## config.mk

```make
export PLATFORM = sky130hd
export DESIGN_NAME = sync_dp_ram
export DESIGN_NICKNAME = d
export VERILOG_FILES = /design/src/rtl/sync_dp_ram.sv
export SDC_FILE = /design/constraint.sdc
export NUM_CORES = 1
export LEC_CHECK = 0
export ABC_AREA = 1
export ABC_CLOCK_PERIOD_IN_PS = 1900
export CORE_UTILIZATION = 58
export CTS_CLUSTER_DIAMETER = 150
export CTS_CLUSTER_SIZE = 12
export DETAILED_ROUTE_END_ITERATION = 8
export HOLD_SLACK_MARGIN = 0.1
export PLACE_DENSITY_LB_ADDON = 0.05
export SLEW_MARGIN = 0
export SYNTH_ARGS = -nofsm -noshare
export SYNTH_HDL_FRONTEND = slang
export SYNTH_SLANG_ARGS = --single-unit
```

## constraint.sdc

```tcl
create_clock -name clk -period 1.9 [get_ports clk]
set_input_delay 0.19 -clock clk [delete_from_list [all_inputs] [get_ports clk]]
set_output_delay 0.19 -clock clk [all_outputs]
set_load 0.005 [all_outputs]
```

## src/rtl/sync_dp_ram.sv

```systemverilog
// sync_dp_ram: single-clock dual-port RAM with a registered read port,
// per-byte write enables and a post-reset clear sequence.
// Optional feature macro: SYNC_DP_RAM_BYPASS_EN
//   defined   -> write-first on a same-address collision (read sees merged word)
//   undefined -> read-first on a same-address collision (read sees old word)
module sync_dp_ram #(
   parameter int                   DATAWIDTH  = 16,
   parameter int                   ASIZE      = 3,
   parameter logic [DATAWIDTH-1:0] INIT_VALUE = '0
) (
   input  logic                   clk,
   input  logic                   rst,
   input  logic                   wen,
   input  logic [ASIZE-1:0]       waddr,
   input  logic [DATAWIDTH-1:0]   wdata,
   input  logic [DATAWIDTH/8-1:0] wbe,
   input  logic                   ren,
   input  logic [ASIZE-1:0]       raddr,
   output logic [DATAWIDTH-1:0]   rdata,
   output logic                   rvalid,
   output logic                   init_done
);

   localparam int DEPTH = 1 << ASIZE;
   localparam int NB    = DATAWIDTH / 8;

   typedef enum logic {
      ST_INIT,
      ST_READY
   } state_e;

   state_e                 state_q,     state_d;
   logic [ASIZE-1:0]       clr_cnt_q,   clr_cnt_d;
   logic [DATAWIDTH-1:0]   rdata_q,     rdata_d;
   logic                   rvalid_q,    rvalid_d;
   logic                   init_done_q, init_done_d;

   logic [DATAWIDTH-1:0]   mem_q [DEPTH];

   // Single internal write port shared by the clear loop and user writes.
   logic [NB-1:0]          mem_be;
   logic [ASIZE-1:0]       mem_addr;
   logic [DATAWIDTH-1:0]   mem_wdata;

   // Next-state logic: clear sequencing in INIT, user write steering in READY.
   always_comb begin
      // NOTE: every output of this block gets a default first, so no path
      // leaves a signal unassigned and no latch is inferred.
      state_d     = state_q;
      clr_cnt_d   = clr_cnt_q;
      init_done_d = init_done_q;
      mem_be      = '0;
      mem_addr    = clr_cnt_q;
      mem_wdata   = INIT_VALUE;
      case (state_q)
         ST_INIT: begin
            // wen/ren are deliberately ignored until the clear completes.
            mem_be    = '1;
            clr_cnt_d = clr_cnt_q + ASIZE'(1);
            if (clr_cnt_q == '1) begin
               state_d     = ST_READY;
               init_done_d = 1'b1;
            end
         end
         ST_READY: begin
            if (wen) begin
               mem_be    = wbe;
               mem_addr  = waddr;
               mem_wdata = wdata;
            end
         end
         default: begin
            state_d = ST_INIT;
         end
      endcase
   end

   // Read path: registered data plus a one-cycle valid pulse per accepted read.
   always_comb begin
      rdata_d  = rdata_q;
      rvalid_d = 1'b0;
      if (state_q == ST_READY && ren) begin
         rvalid_d = 1'b1;
         rdata_d  = mem_q[raddr];
`ifdef SYNC_DP_RAM_BYPASS_EN
         // Write-first: forward the enabled lanes of a same-address write.
         if (wen && (waddr == raddr)) begin
            for (int i = 0; i < NB; i++) begin
               if (wbe[i]) rdata_d[8*i +: 8] = wdata[8*i +: 8];
            end
         end
`endif
      end
   end

   // Control and read-port registers; synchronous reset restarts the clear.
   always_ff @(posedge clk) begin
      // NOTE: sequential state uses non-blocking assignments so every flop
      // samples the pre-edge values regardless of statement order.
      if (rst) begin
         state_q     <= ST_INIT;
         clr_cnt_q   <= '0;
         rdata_q     <= '0;
         rvalid_q    <= 1'b0;
         init_done_q <= 1'b0;
      end else begin
         state_q     <= state_d;
         clr_cnt_q   <= clr_cnt_d;
         rdata_q     <= rdata_d;
         rvalid_q    <= rvalid_d;
         init_done_q <= init_done_d;
      end
   end

   // Storage array with per-byte-lane write enables.
   always_ff @(posedge clk) begin
      // NOTE: the array has no reset term; it stays a plain RAM and the
      // clear sequence after reset provides the known contents instead.
      if (!rst) begin
         for (int i = 0; i < NB; i++) begin
            if (mem_be[i]) mem_q[mem_addr][8*i +: 8] <= mem_wdata[8*i +: 8];
         end
      end
   end

   assign rdata     = rdata_q;
   assign rvalid    = rvalid_q;
   assign init_done = init_done_q;

endmodule
```

Word-level counts from Yosys, hierarchy flattened --
Memory sizes are Yosys's and may differ from the RTL's. A register that Yosys moved wholly into a read port is not among the register bits. Index checks and enable logic that the tools add are counted.
Word-level totals: register bits 6, memories kept 1, bits in writable memories 128
Memories:
- mem_q | depth 8, width 16, rd ports 1, clocked after memory_dff 1, write ports 1, RTL line 38 | logic [DATAWIDTH-1:0] mem_q [DEPTH];
Operators by class: add/subtract/negate cells 1, equal/unequal tests 1, reduce and logical (&&, ||, !) cells 2, bitwise operators 1, mux-type cells 15
Operators with widths (number):
- $mux 16 | 2
- $mux 1 | 9
- $mux 3 | 2
- $pmux 2 s2 | 1
- $add 3x1->3 const B | 1
- $eq 3x3->1 const B | 1
- $mux 2 | 1
- $reduce_and 2->1 | 1
- $logic_and 1x1->1 | 1
- $not 1->1 | 1

Depth between registers and ports, before layout --
depth after elaboration 5, mapped depth 8

Worst setup path before layout --
Ideal clock, no wire load.
path type reg2reg, from register state_q, to memory mem_q[2][10] (enable), arrival time 1289 ps, setup slack 241 ps, data required time 1530 ps, stages on the path, launching flop included 9, path through dfxtp_1 -> nand2_2 -> buf_6 -> nand2_1 -> o21ai_2 -> inv_2 -> nor2_1 -> nand2_1 -> nor2_1
On the way: cells in the longest elaborated chain, start to end 5
Ends and longest elaborated chain:
- from (decl) | RTL line 32 | state_e state_q, state_d;
- from (signal assigned) | RTL line 107 | state_q <= state_d;
- $not 1->1
- $pmux 2 s2 | RTL line 55 | case (state_q)
- $mux 1 | RTL line 121 | if (mem_be[i]) mem_q[mem_addr][8*i +: 8] <= mem_wdata[8*i +: 8];
- $mux 1 | RTL line 119 | if (!rst) begin
- $mux 1 (not written as such) | RTL line 121
- to (decl) | RTL line 38
Parallel ways exist; a longest one is shown, timed or not.

Worst setup path after layout --
from register state_q, to memory mem_q[2][0] (enable)
The elaborated chain is that of the path after synthesis.

==> impl_results.md <==
- Worst-case clock buffer depth: 2
- Postcts setup bufs: 0
- R2R depth: 7
- Worst hold-check path type: input port to flip-flop
- Post-synth top area share: 58.9%
- CP Capture Point: mem_q[2][0]
- Core Region: 10,900 sq um
- Sequential share of the synthesized area: 65.6%
- Pwr per Cell Area: 939 nW/um^2
- Setup TNS: 0 ns
- TritonCTS Buffers: 17
- Gate Count Post-Synth: 680
- RR Endpoint: mem_q[2][0]
- Via-to-Cell Ratio: 5.27
- First DRT Iteration DRCs: 516
- I/O Pins: 46
- Die Ht: 108 microns
- Final setup viols: 0
- PostCTS Resize Cnt: 0
- Share of cells above drive strength 1: 11.2%
- Main synth FF type: edfxtp_1
- Remaining DRCs: 0
- Slew Limit Fails: 0
- Mapped cell area: 6530 sq um
- Fin crit period: 1.68 ns
- Worst-Margin Slew: 0.617 ns
- Crit end category: flip-flop
- Largest stage delay on the critical path: 0.34 ns
- Fmax achieved: 596 MHz
- Hold_buf cts: 0
- Required time of the critical path: 2.16 ns
- Antenna Nets Post-Route: 0
- Pre-CTS setup slack: -0.108 ns
- Rows: 38
- Nets: 788
- CP arrival: 1.93 ns
- Asr flop ratio synth: 0%
- IO buf count: 45
- Top post-synthesis cells by area: edfxtp_1 (59%), nand2_1 (9.3%), inv_1 (8.8%), nand3_1 (7.4%), dfxtp_1 (6.7%)
- Final hold viol count: 0
- CTS root buffer: clkbuf_8
- Post-DP HPWL: 10,900 microns
- Final weighted congestion in routability-driven placement: 0.892
- Critical Path, Cell by Cell: nand2_2 -> o21ai_2 -> inv_2 -> nor2_1 -> nand2_1 -> nor2_1 -> buf_4
- Area after DPL: 7350 sq um
- Static Leak: 0.00367 uW
- Initial antenna violation count: 0
- Crit path from: state_q
- Die X: 108 microns
- Most common library cells after synthesis: nand2_1 (161), inv_1 (153), edfxtp_1 (128)
- Worst path slowest cell: dfxtp_1
- Clk sinks: 150
- RR Startpoint: state_q
- Final WS setup: 0.222 ns
- GRT Residual Overflow: 0
- Worst-Skew Late Latency: 0.55 ns
- Reg2reg setup slack: 0.22 ns
- Yosys warnings: 0
- Max-cap violations: 0
- Number of synthesized flops with an enable pin: 128
- Diode count: 0
- Setup Skew: 0.0130 ns
- Syn-to-layout area delta: 21.3%
- Hold slack: 0.210 ns
- Syn nets: 710
- Yosys cell types: 17
- RSZ-0062 raised after global routing: false
- CP Max Fanout: 10
- Worst path most repeated cell: nor2_1
- H-tree depth: 4
- Outcome: finished, final reports clean
- Via count: 4,800
- Clock transition at path regs: 0.07 ns
- Largest net degree at the start of global routing: 49
- Die area: 11,700 sq um
- Slew margin rel.: 58.7%
- Post-route cell area: 7920 sq um
- DR pass1 iterations: 5
- Yosys top cell by area: edfxtp_1
- Fin crit share: 88.3%
- Critical path startpoint category: flip-flop
- Number of global-route vias before repair: 4,512
- WS Path Type: flip-flop to flip-flop
- Drt total wl: 16,000 microns
- Initial Util: 60.0%
- Global-route wire length before repair: 24,700 microns
- Synthesized area per cell: 9.60 sq um
- GRT Total Usage: 30.2%
- #FFs+latches synth: 150
- TritonCTS clock tree: yes
- Cell with the most instances after synthesis: nand2_1
- Drt wl/cell: 17.5 microns
- Worst VDD drop: 0.859 mV
[per-stage QoR]
| stage | util (%) | cells | power [uW] |
|---|---|---|---|
| 6_report | 72.8 | 911 | 7440 |
| 5_1_grt | 72.8 | 911 | 7660 |
| 4_1_cts | 72.8 | 911 | 7460 |
| 3_5_place_dp | 67.5 | 879 | 4280 |
| 3_3_place_gp | 67.5 | 879 | 4260 |
| 2_1_floorplan | - | 680 | 4060 |
[flip-flops by register name, indices dropped and copies added (netlist names)]
register   cells
rvalid         1
mem_q        128
rdata         16
init_done      1
state_q        1
clr_cnt_q      3
[worst min path at each step]
stage,to,slack [ns],cells past startpoint,start
finish,rvalid,0.21,3,ren
global route,rvalid,0.22,3,ren
CTS,rvalid,0.20,3,ren
detailed placement,init_done,0.50,2,init_done
global placement,init_done,0.46,2,init_done
floorplan,init_done,0.26,1,rst
[final cells by class]
cell class,instances,area [sq um]
fillers,791,2970
repair buffers,90,808
multi-input cells,343,1500
clock inverters,15,158
well taps,140,175
inverters,156,586
flip-flops and latches,150,4280
clock buffers,17,414
[power breakdown]
part | total (uW) | internal (uW) | switching, uW | leakage (uW)
logic | 542 | 197 | 344 | 0.00212
clock network | 3220 | 1870 | 1350 | 0.000260
registers | 3680 | 3650 | 29.2 | 0.00129
[worst max-delay path, delay by kind of cell, from the launching register on]
| kind | cells | cell delay (ns) |
|---|---|---|
| buf+inv | 2 | 0.27 |
| compound gates | 1 | 0.24 |
| simple gates | 4 | 0.53 |
| flops | 1 | 0.34 |
[cell usage in the layout (no fill, tap or decap), drive strengths merged, types with 6 or more instances in the layout]
cell type,synthesis,layout
nand2,163,163
inv,156,157
edfxtp,128,128
nand3,96,96
buf,20,46
clkdlybuf4s50,0,44
nor2,40,40
dfxtp,22,22
o21ai,22,22
a21oi,20,20
clkbuf,11,17
clkinvlp,0,6
clkinv,0,6
[kinds of logic after synthesis]
logic type	synth area share (%)
AOI/OAI and AO/OA	3.39
adders and majority gates	0.383
buffers and inverters	11.5
DFF	65.6
and+or+nand+nor	19.1
[metal layers]
layer | part of all wire [%] | up-vias | GRT usage (%)
li1 | - | 2298 | -
met1 | 42 | 2196 | 44.9
met2 | 44 | 276 | 42.9
met3 | 12 | 30 | 6.99
met5 | 0 | - | 0
met4 | 1.9 | 0 | 12.0
No activity file was read; power rests on OpenSTA's default activity.
